### src/rtl/cla_nibble_seq_if.sv
// Start/busy/done handshake and operand/result bus for cla_nibble_seq.
// The optional subtract control appears only when CLA_SEQ_SUB_EN is defined.
interface cla_nibble_seq_if #(
  parameter int NIBBLES = 4
);
  localparam int WIDTH = 4 * NIBBLES;

  logic             start;
  logic [WIDTH-1:0] A;
  logic [WIDTH-1:0] B;
  logic             CIN;
`ifdef CLA_SEQ_SUB_EN
  logic             sub;
`endif
  logic             busy;
  logic             done;
  logic [WIDTH-1:0] SUM;
  logic             COUT;

`ifdef CLA_SEQ_SUB_EN
  modport master (output start, A, B, CIN, sub, input busy, done, SUM, COUT);
  modport slave  (input start, A, B, CIN, sub, output busy, done, SUM, COUT);
`else
  modport master (output start, A, B, CIN, input busy, done, SUM, COUT);
  modport slave  (input start, A, B, CIN, output busy, done, SUM, COUT);
`endif
endinterface

### src/rtl/cla_nibble_seq.sv
// Wide adder built by time-sharing one 4-bit CLA slice, least significant nibble first.
// Optional subtract mode is enabled by defining CLA_SEQ_SUB_EN.
module CLA_Adder (
  input  logic [3:0] a_i,
  input  logic [3:0] b_i,
  input  logic       cin_i,
  output logic [3:0] sum_o,
  output logic       cout_o
);
  logic [3:0] gen;
  logic [3:0] prop;
  logic [4:0] carry;

  always_comb begin
    gen      = a_i & b_i;
    prop     = a_i ^ b_i;
    carry[0] = cin_i;
    carry[1] = gen[0] | (prop[0] & cin_i);
    carry[2] = gen[1] | (prop[1] & gen[0]) | (prop[1] & prop[0] & cin_i);
    carry[3] = gen[2] | (prop[2] & gen[1]) | (prop[2] & prop[1] & gen[0])
             | (prop[2] & prop[1] & prop[0] & cin_i);
    carry[4] = gen[3] | (prop[3] & gen[2]) | (prop[3] & prop[2] & gen[1])
             | (prop[3] & prop[2] & prop[1] & gen[0])
             | (prop[3] & prop[2] & prop[1] & prop[0] & cin_i);
    sum_o    = prop ^ carry[3:0];
    cout_o   = carry[4];
  end
endmodule

module cla_nibble_seq #(
  parameter int NIBBLES = 4
) (
  input logic             clk,
  input logic             rst,
  cla_nibble_seq_if.slave bus
);
  localparam int WIDTH = 4 * NIBBLES;
  localparam int CW    = $clog2(NIBBLES);

  typedef enum logic [1:0] {IDLE, RUN, DONE} state_t;

  state_t           state_q;
  logic [WIDTH-1:0] aSh_q;
  logic [WIDTH-1:0] bSh_q;
  logic [WIDTH-5:0] res_q;
  logic             carry_q;
  logic [CW-1:0]    cnt_q;
  logic [WIDTH-1:0] sum_q;
  logic             cout_q;
  logic             busy_q;
  logic             done_q;

  logic [3:0]       sliceSum;
  logic             sliceCout;
  logic [WIDTH-1:0] res_d;
  logic [WIDTH-1:0] bCapture_d;
  logic             carryInit_d;

  CLA_Adder slice (
    .a_i    (aSh_q[3:0]),
    .b_i    (bSh_q[3:0]),
    .cin_i  (carry_q),
    .sum_o  (sliceSum),
    .cout_o (sliceCout)
  );

  // Subtraction reuses the adder as A + ~B + 1, so the inversion and forced carry happen at capture.
  always_comb begin
    res_d = {sliceSum, res_q};
`ifdef CLA_SEQ_SUB_EN
    bCapture_d  = bus.sub ? ~bus.B : bus.B;
    carryInit_d = bus.sub ? 1'b1 : bus.CIN;
`else
    bCapture_d  = bus.B;
    carryInit_d = bus.CIN;
`endif
  end

  always_ff @(posedge clk or posedge rst) begin
    if (rst) begin
      state_q <= IDLE;
      aSh_q   <= '0;
      bSh_q   <= '0;
      res_q   <= '0;
      carry_q <= 1'b0;
      cnt_q   <= '0;
      sum_q   <= '0;
      cout_q  <= 1'b0;
      busy_q  <= 1'b0;
      done_q  <= 1'b0;
    end else begin
      done_q <= 1'b0;
      case (state_q)
        IDLE, DONE: begin
          if (bus.start) begin
            aSh_q   <= bus.A;
            bSh_q   <= bCapture_d;
            carry_q <= carryInit_d;
            cnt_q   <= '0;
            busy_q  <= 1'b1;
            state_q <= RUN;
          end else begin
            state_q <= IDLE;
          end
        end
        RUN: begin
          // Carry only ever chains through carry_q, one nibble per clock.
          aSh_q   <= aSh_q >> 4;
          bSh_q   <= bSh_q >> 4;
          res_q   <= res_d[WIDTH-1:4];
          carry_q <= sliceCout;
          cnt_q   <= cnt_q + CW'(1);
          if (cnt_q == CW'(NIBBLES - 1)) begin
            sum_q   <= res_d;
            cout_q  <= sliceCout;
            busy_q  <= 1'b0;
            done_q  <= 1'b1;
            state_q <= DONE;
          end
        end
        default: begin
          busy_q  <= 1'b0;
          state_q <= IDLE;
        end
      endcase
    end
  end

  assign bus.busy = busy_q;
  assign bus.done = done_q;
  assign bus.SUM  = sum_q;
  assign bus.COUT = cout_q;
endmodule
### src/flat_wrapper.sv
// flat-port wrapper written by rule: the top's interface ports become plain ports
module cla_nibble_seq_flat 
#(
  parameter int NIBBLES = 4
)
  (clk, rst, bus_start, bus_A, bus_B, bus_CIN, bus_busy, bus_done, bus_SUM, bus_COUT);
  cla_nibble_seq_if #(.NIBBLES(NIBBLES)) bus_i ();
  input logic clk;
  input logic rst;
  input wire logic [$bits(bus_i.start)-1:0] bus_start;
  input wire logic [$bits(bus_i.A)-1:0] bus_A;
  input wire logic [$bits(bus_i.B)-1:0] bus_B;
  input wire logic [$bits(bus_i.CIN)-1:0] bus_CIN;
  output wire logic [$bits(bus_i.busy)-1:0] bus_busy;
  output wire logic [$bits(bus_i.done)-1:0] bus_done;
  output wire logic [$bits(bus_i.SUM)-1:0] bus_SUM;
  output wire logic [$bits(bus_i.COUT)-1:0] bus_COUT;
  assign bus_i.start = bus_start;
  assign bus_i.A = bus_A;
  assign bus_i.B = bus_B;
  assign bus_i.CIN = bus_CIN;
  assign bus_busy = bus_i.busy;
  assign bus_done = bus_i.done;
  assign bus_SUM = bus_i.SUM;
  assign bus_COUT = bus_i.COUT;
  cla_nibble_seq #(.NIBBLES(NIBBLES)) u_core (.clk(clk), .rst(rst), .bus(bus_i));
endmodule
### config.mk
export PLATFORM = sky130hd
export DESIGN_NAME = cla_nibble_seq_flat
export DESIGN_NICKNAME = d
export VERILOG_FILES = /design/src/rtl/cla_nibble_seq_if.sv /design/src/rtl/cla_nibble_seq.sv /design/src/flat_wrapper.sv
export SDC_FILE = /design/constraint.sdc
export NUM_CORES = 1
export LEC_CHECK = 0
export ABC_AREA = 1
export BUFFER_PORTS_ARGS = -buffer_cell sky130_fd_sc_hd__buf_2
export CORE_MARGIN = 3
export CORE_UTILIZATION = 38
export CTS_BUF_LIST = sky130_fd_sc_hd__clkbuf_2
export CTS_CLUSTER_DIAMETER = 100
export DETAILED_ROUTE_END_ITERATION = 8
export HOLD_SLACK_MARGIN = 0.1
export SLEW_MARGIN = 10
export SYNTH_ARGS = -nofsm -noshare
export SYNTH_HDL_FRONTEND = slang
export SYNTH_HIERARCHICAL = 1
export SYNTH_SLANG_ARGS = --single-unit
### constraint.sdc
create_clock -name clk -period 2.2 [get_ports clk]
set_input_delay 0.11 -clock clk [delete_from_list [all_inputs] [get_ports clk]]
set_output_delay 0.11 -clock clk [all_outputs]
set_load 0.02 [all_outputs]
# After elaboration in Yosys (flattened, before gate mapping)
# Index checks and enable logic that the tools add are counted.
dict set report word_totals {
  ff_bits 68
  in_bits 36
  out_inout_bits 19
  word_cells 67
}
dict set report classes {
  n_addsub 1
  n_eq_ne 5
  muxes 16
  bitwise_logic 29
  reduce_logical 6
}
# cell n
set ops {}
lappend ops {{one-hot mux 16 bit (2 select lines)} 2}
lappend ops {{two-way mux 16 bit} 2}
lappend ops {{bitwise AND 1 bit} 16}
lappend ops {{OR 1 bit} 10}
lappend ops {{one-hot mux 2 bit (2 select lines)} 2}
lappend ops {{XOR 4 bit} 2}
lappend ops {{two-way mux 1 bit} 6}
lappend ops {{AND reduction 2 bit} 3}
lappend ops {{bitwise AND 4 bit} 1}
lappend ops {{equality test 2 bit (second input constant)} 2}
lappend ops {{two-way mux 2 bit} 2}
lappend ops {{one-hot mux 1 bit (2 select lines)} 2}
lappend ops {{adder 2 x 1 -> 2 bit (second input constant)} 1}
lappend ops {{equality test 2 x 1 -> 1 bit (second input constant)} 1}
lappend ops {{logical NOT 2 bit} 1}
lappend ops {{!= test 2 x 1 -> 1 bit (second input constant)} 1}
lappend ops {{!= test 2 bit (second input constant)} 1}
lappend ops {{nonzero test 2 bit} 1}
lappend ops {{OR reduction 2 bit} 1}

# Logic depth before layout (Yosys ltp)
# Gate-level depths: netlist (run 1).
dict set report depth {
  word_depth 7
  mapped_depth 9
}

# Hierarchy
# Netlist (run 1), hierarchy kept.
# mod instances cells_per_inst area_each_um2 seq_area_each_um2
set modules_own_cells {}
lappend modules_own_cells {cla_nibble_seq 1 373 3094.2 1701.6}
lappend modules_own_cells {CLA_Adder 1 31 188.9 0.0}

# Least setup slack after synthesis (run 1)
# OpenSTA, ideal clock, no wires.
dict set report synth_timing {
  path_type {register to register}
  startpoint {reg u_core.aSh_q[1]}
  endpoint {reg u_core.carry_q}
  setup_ns 0.118
  t_arrival_ns 1.280
  path_slack_ns 0.802
  stages_incl_launch_ff 10
  n_path_buf 0
  cell_sequence {dfrtp_1 > ha_1 > nand3_1 > nand3_1 > nand3_1 > nand2_1 > inv_1 > nand3_1 > nand3_1 > nand2_1}
}
dict set report synth_between {
  elab_chain_len 6
  elab_cells_between_ends 11
  cone_classes {mux: 1; bitwise: 10}
}
# element line_no
set synth_lines {}
lappend synth_lines {{start, declared} cla_nibble_seq.sv:43} ;# logic [WIDTH-1:0] aSh_q;
lappend synth_lines {{start signal, assigned} cla_nibble_seq.sv:96} ;# aSh_q <= bus.A;
lappend synth_lines {{start signal, assigned} cla_nibble_seq.sv:108} ;# aSh_q <= aSh_q >> 4;
lappend synth_lines {{bitwise AND 4 bit or XOR 4 bit (tied branches)} {cla_nibble_seq.sv:15, cla_nibble_seq.sv:16}}
lappend synth_lines {{bitwise AND 1 bit (on tied branches)} {cla_nibble_seq.sv:22, cla_nibble_seq.sv:23, cla_nibble_seq.sv:24}}
lappend synth_lines {{OR 1 bit, or another cell as far along} cla_nibble_seq.sv:22} ;# carry[4] = gen[3] | (prop[3] & gen[2]) | (prop[3] & prop[2] & gen[1])
lappend synth_lines {{OR 1 bit or bitwise AND 1 bit (tied branches)} {cla_nibble_seq.sv:23, cla_nibble_seq.sv:24}}
lappend synth_lines {{OR 1 bit *} cla_nibble_seq.sv:24} ;# | (prop[3] & prop[2] & prop[1] & prop[0] & cin_i);
lappend synth_lines {{named net u_core.sliceCout} cla_nibble_seq.sv:54} ;# logic sliceCout;
lappend synth_lines {{one-hot mux 1 bit (2 select lines) *} cla_nibble_seq.sv:93} ;# case (state_q)
lappend synth_lines {{end signal, assigned} cla_nibble_seq.sv:98} ;# carry_q <= carryInit_d;
lappend synth_lines {{end signal, assigned} cla_nibble_seq.sv:111} ;# carry_q <= sliceCout;
lappend synth_lines {{end, declared} cla_nibble_seq.sv:46} ;# logic carry_q;
# The timed path passes the listed nets; every way through them passes the cells marked *.
# A chain may end at the register's enable or synchronous reset.

# Final worst setup path (run 1)
dict set report layout_timing {
  startpoint {reg u_core.state_q[0]}
  endpoint {reg u_core.aSh_q[0]}
}
dict set report layout_between {
  elab_chain_len 4
  elab_cells_between_ends 8
  cone_classes {eq/ne: 3; mux: 1; reduce/logical: 4}
}
# element line_no
set layout_lines {}
lappend layout_lines {{start, declared} cla_nibble_seq.sv:42} ;# state_t state_q;
lappend layout_lines {{start signal, assigned} cla_nibble_seq.sv:81} ;# state_q <= IDLE;
lappend layout_lines {{start signal, assigned} cla_nibble_seq.sv:101} ;# state_q <= RUN;
lappend layout_lines {{start signal, assigned} cla_nibble_seq.sv:103} ;# state_q <= IDLE;
lappend layout_lines {{equality test 2 bit or logical NOT 2 bit (tied branches)} cla_nibble_seq.sv:93}
lappend layout_lines {{OR reduction 2 bit} cla_nibble_seq.sv:93}
lappend layout_lines {{!= test 2 bit (no line) or nonzero test 2 bit (tied branches)} --}
lappend layout_lines {{AND reduction 2 bit (no line)} --}
# Parallel ways exist; a longest one is shown, timed or not.

==> results of run 1 <==
cells by family (layout without fill, tap and decap cells):
kind of cell,count (synthesis),count (layout)
and+or+nand+nor,198,198
buffers and inverters,94,186
DFF,68,68
AOI/OAI and AO/OA,37,37
adders and majority gates,6,6
xor gates and xnor gates,1,1
worst max path at each step:
stage | startpoint | endpoint | slack, ns | cells after the start
6_report | u_core/state_q[0] | u_core/aSh_q[0] | 0.58 | 6
2_1_floorplan | rst | u_core/aSh_q[0] | 0.38 | 1
3_5_place_dp | u_core/aSh_q[1] | u_core/carry_q | 0.58 | 9
4_1_cts | u_core/aSh_q[1] | u_core/carry_q | 0.57 | 9
3_3_place_gp | u_core/aSh_q[1] | u_core/carry_q | 0.60 | 9
5_1_grt | u_core/state_q[0] | u_core/aSh_q[1] | 0.39 | 6
area by class of cell:
class,count,area share [%]
Clock inverter,5,1.90
Tap cell,105,3.21
Multi-Input combinational cell,242,28.4
Sequential cell,68,41.6
Clock buffer,10,1.22
Timing Repair Buffer,95,16.6
Inverter,76,7.04
metal layers:
| metal | share of wire [%] | wire (um) |
|---|---|---|
| met1 | 47 | 3240 |
| met2 | 48 | 3300 |
| met3 | 4.9 | 336 |
| met4 | 0.77 | 53 |
| met5 | 0 | 0 |
cells in the mapped netlist:
master / number / area (um2)
a21oi_1: 2 / 10.0
buf_2: 5 / 25.0
buf_4: 3 / 22.5
buf_6: 6 / 67.6
clkbuf_1: 4 / 15.0
dfrtp_1: 68 / 1700
fa_1: 1 / 20.0
ha_1: 5 / 62.6
inv_1: 73 / 274
inv_2: 2 / 7.51
inv_4: 1 / 6.26
nand2_1: 133 / 499
nand2_2: 4 / 25.0
nand2_4: 1 / 11.3
nand3_1: 54 / 270
nand4_1: 2 / 12.5
nor2_1: 2 / 7.51
nor2_2: 1 / 6.26
o21ai_0: 22 / 110
o21ai_2: 13 / 114
or2_0: 1 / 6.26
xnor2_1: 1 / 8.76
stage by stage:
step	setup slack [ns]	cell area, um2	cells	hold slack [ns]
global route	0.394	4090	601	0.198
global placement	0.597	3610	551	0.221
floorplan	0.378	3280	404	0.231
CTS	0.569	4090	601	0.174
finish	0.575	4090	601	0.214
detailed placement	0.578	3610	551	0.218
flip-flops by register name (all words and copies together) (netlist names):
register and count:
u_core/cnt_q 2, u_core/bus.SUM 16, u_core/bus.COUT 1, u_core/aSh_q 16, u_core/state_q 2, u_core/bus.busy 1
u_core/bSh_q 16, u_core/res_q 12, u_core/carry_q 1, u_core/bus.done 1
worst reg2reg max path: cells and delay by family, from the launching register on:
family | cells | cell delay [ns]
buffers and inverters | 2 | 0.42
DFF | 1 | 0.63
and+or+nand+nor | 4 | 0.53
where the power goes:
group / switching (mW) / leakage (nW) / internal, mW
Clock: 0.430 / 0.0778 / 0.371
Combinational: 1.89 / 1.37 / 1.04
Sequential: 0.335 / 0.850 / 1.84
==> results.yml, run 1 <==
status:
  status: "finished clean"
floorplanning:
  start_util_pct: 39.6
  die_x_um: 99.0
  io_pins: 55
  die_y_um: 99.0
  design.core.area_mm2: 0.00830
  rows: 33
  dieArea_mm2: 0.00979
worst_setup_path:
  end_kind: "register"
  reg2regPathDepth: 6
  crit_chain: "inv_2 > nand2_2 > nand2_4 > inv_4 > nand2_1 > nand2_1"
  cpLargestDelayFamily: "flip-flops"
  cp_data_arrival_time_ns: 2.04
  crit_top_cell: "nand2_1"
  reg2reg_from: "u_core/state_q[0]"
  cp_max_fo: 35
  slowest_stage: "dfrtp_1"
  startpoint_type: "register"
  slowest_delay_ns: 0.63
  crit_type: "reg2reg"
  reg2reg_to: "u_core/aSh_q[0]"
  worstPathRequired_ns: 2.61
  ff2ff_setup_slack_ns: 0.58
  worst-path-buf-inv: 2
logic_synthesis:
  synth_top_family_by_area: "simple AND/OR/NAND/NOR gates"
  ys_seq_area_share_pct: 51.8
  postSynthAreaPerCell_um2: 8.13
  ys_ff_latch: 68
  synth_compound_area_share_pct: 7.13
  yosys.area_share.simple_pct: 25.5
  syn-num-nets: 446
  synth.area.mux_share_pct: 0
  syn_area_mm2: 0.00328
  synth-xor-area-share_pct: 0.267
  netlist-cell-type-count: 22
  synthAdderAreaFrac_pct: 2.52
  yosysWarnings: 6
  synthCells: 404
final_layout:
  fin_util_pct: 49.3
  diodes: 0
  regArea_mm2: 0.00170
  nFillCells: 820
  finalNetCount: 534
  drive_gt1_share_pct: 19.8
  layout_commonest_cell: "nand2_1"
  layout_common_cells: "nand2_1 (133), inv_1 (72), dfrtp_1 (68)"
  multiInputGateArea_mm2: 0.00116
  area_growth_pct: 24.6
timing:
  slew_headroom_pct: 72.6
  finalCritPeriodShare_pct: 73.8
  post-route-min-period_ns: 1.62
  fin_worst_skew_ns: 0.0260
  hold_viol_final: 0
  tns_ns: 0
  rsz0062_at_grt: "false"
  maxSlewViolCount: 0
  timing.fmax_mhz: 616
  worst_slew_pin_slew_ns: 0.411
  setup_viol: 0
clocking:
  cts_max_level: 3
  cts_tree: "done"
  clk_pin_slew_ns: 0.19
  postCtsHoldBufs: 35
  clk_latency_ns: 0.48
  cts_inserted_buffers: 9
  cts_setup_buffers: 0
  cts_resized: 0
  clockBufferDepth: 2
  cts_root_buf: "clkbuf_2"
  cts_sinks: 68
grt:
  grt_pass1_vias: 2713
  grt-ovfl-total: 0
  grt_pass1_wl_mm: 12.4
  grt_use_met1_pct: 20.4
  met2_usage_pct: 25.1
  top_usage_layer: "met2"
  antenna_found_initial: 0
  grtUsageTotal_pct: 15.4
  grt_use_met3_pct: 3.89
  grt_max_degree: 69
pwr:
  power_leakage_nw: 2.30
  p_total_mw: 5.91
  power_density_mw_per_mm2: 1450
  worst_ir_drop_vdd_mv: 0.624
placement:
  io_buffers: 54
  gp_congestion: 0.763
  hpwl_mm: 4.48
route:
  drt-vias-per-instance: 4.63
  detail_route.drc_violations: 0
  wl_per_cell_um: 11.5
  dr.pass1.iters: 4
  wl_mm: 6.93
  antenna_left: 0
  drtIter0Drc: 185
  vias: 2780
worst_hold_path:
  holdCritPathClass: "in2async"
job:
  cap_violations: 0
Note: power is estimated with default switching activity, not from simulation.
==> inputs of run 2 (changes only) <==
==> constraint.sdc (replaced) <==
create_clock -name clk -period 1.5 [get_ports clk]
set_input_delay 0.075 -clock clk [delete_from_list [all_inputs] [get_ports clk]]
set_output_delay 0.075 -clock clk [all_outputs]
set_load 0.02 [all_outputs]
==> results.yml, run 2 (synthesized netlist as in run 1, its figures left out) <==
pwr:
  switching_power_mw: 4.03
  power_density_mw_per_mm2: 2100
  power_leakage_nw: 2.33
  p_sw_share_pct: 45.9
  p_int_mw: 4.76
  clkPwrFrac_pct: 9.3
  power_frac_seq_pct: 36.2
  worst_ir_drop_vdd_mv: 0.723
  combPwrFrac_pct: 54.5
worst_setup_path:
  end_kind: "register"
  startpoint_type: "register"
  crit_type: "reg2reg"
  worstPathRequired_ns: 1.89
  cp_max_fo: 3
  cp_data_arrival_time_ns: 1.82
floorplanning:
  dieArea_mm2: 0.00979
  io_pins: 55
  die_y_um: 99.0
  design.core.area_mm2: 0.00830
  start_util_pct: 39.6
  rows: 33
  die_x_um: 99.0
status:
  status: "finished clean"
route:
  antenna_left: 0
  vias: 2788
  dr.pass1.iters: 4
  drt-vias-per-instance: 4.59
  wl_per_cell_um: 11.8
  detail_route.drc_violations: 0
  wl_mm: 7.17
  drtIter0Drc: 130
timing:
  hold_viol_final: 0
  rsz0062_at_grt: "true"
  setup_viol: 0
  post-route-min-period_ns: 1.43
  worst_slew_pin_slew_ns: 0.543
  tns_ns: 0
  finalCritPeriodShare_pct: 95.2
  fin_worst_skew_ns: 0.0155
  worst_slack_ns: 0.0727
  timing.fmax_mhz: 701
  maxSlewViolCount: 0
  slew_headroom_pct: 63.7
clocking:
  clk_latency_ns: 0.48
  cts_root_buf: "clkbuf_2"
  cts_inserted_buffers: 9
  clockBufferDepth: 2
  cts_tree: "done"
  cts_sinks: 68
  clk_pin_slew_ns: 0.17
  cts_max_level: 3
final_layout:
  layout_common_cells: "nand2_1 (133), inv_1 (70), dfrtp_1 (68)"
  diodes: 0
  layout_commonest_cell: "nand2_1"
  finalNetCount: 541
  stdcell_count: 608
  area_growth_pct: 27.4
  drive_gt1_share_pct: 22.1
placement:
  place_ws_ns: -0.0106
  gp_congestion: 0.755
  io_buffers: 54
  hpwl_mm: 4.80
  dp.cells: 556
grt:
  grt_max_degree: 32
  antenna_found_initial: 0
  grt_pass1_vias: 2819
  grtUsageTotal_pct: 16.0
  grt-ovfl-total: 0
  grt_pass1_wl_mm: 12.6
worst_hold_path:
  holdCritPathClass: "in2async"
job:
  cap_violations: 0
-- run 2: changes by cell type in the layout (fill, tap and decap cells not counted), sizes merged --
cell,before,now
inv,76,75
clkbuf,10,11
buf,60,67
clkinv,2,4
bufinv,2,0
-- run 2: routing by layer --
metal / track usage [%] / vias to the layer above / share of wire, %
li1: - / 1426 / -
met1: 19.7 / 1283 / 46
met2: 26.8 / 70 / 48
met3: 4.46 / 9 / 4.9
met4: 5.46 / 0 / 1.5
met5: 0 / - / 0
-- run 2: final cells by class --
class                           instances  area [um2]
Sequential cell                        68        1700
Clock inverter                          4        17.5
Tap cell                              105         131
Timing Repair Buffer                  102         772
Fill cell                             821        4120
Inverter                               76         292
Clock buffer                           11        55.1
Multi-Input combinational cell        242        1210
-- run 2: repair_timing --
item / in CTS / in global routing
resized for setup: 1 / 11
setup endpoints to repair: 1 / 3
hold buffers: 35 / 0
endpoints found under the hold margin: 104 / 0
pin swaps: 0 / 2
buffers inserted: 1 / 1
-- run 2: worst paths after layout --
check | startpoint | end | slack [ns] | cells past startpoint
max | u_core/aSh_q[0] | u_core/res_q[8] | 0.07 | 6
min | rst | u_core/bus.SUM[3] | 0.16 | 3
max reg2reg | u_core/aSh_q[0] | u_core/res_q[8] | 0.07 | 6
min reg2reg | u_core/bus.busy | u_core/bus.busy | 0.49 | 2
max in group asynchronous | rst | u_core/aSh_q[5] | 0.84 | 4
min in group clk | bus_A[15] | u_core/aSh_q[15] | 0.31 | 4
-- run 2: worst max-delay path: stages (launching register included) --
cell and delay (ns):
dfrtp_1 0.46, buf_6 0.12, inv_1 0.05, fa_2 0.56, inv_1 0.04, inv_2 0.05
o21ai_1 0.06
-- run 2: power groups by stage --
stage	Sequential (mW)	Clock, mW	Combinational (mW)
floorplan	3.36	0	3.29
global placement	3.17	0	4.46
detailed placement	3.19	0	4.56
CTS	3.16	0.866	4.70
global route	3.29	0.960	5.52
finish	3.18	0.816	4.79
-- run 2: per-stage QoR --
stage               hold WS (ns)  power, mW  cell area [um2]  util, %
floorplan                  0.196       6.65             3290        -
global placement           0.153       7.63             3690     44.5
detailed placement         0.150       7.75             3690     44.5
CTS                        0.128       8.73             4130     49.8
global route               0.126       9.77             4180     50.4
finish                     0.162       8.79             4180     50.4
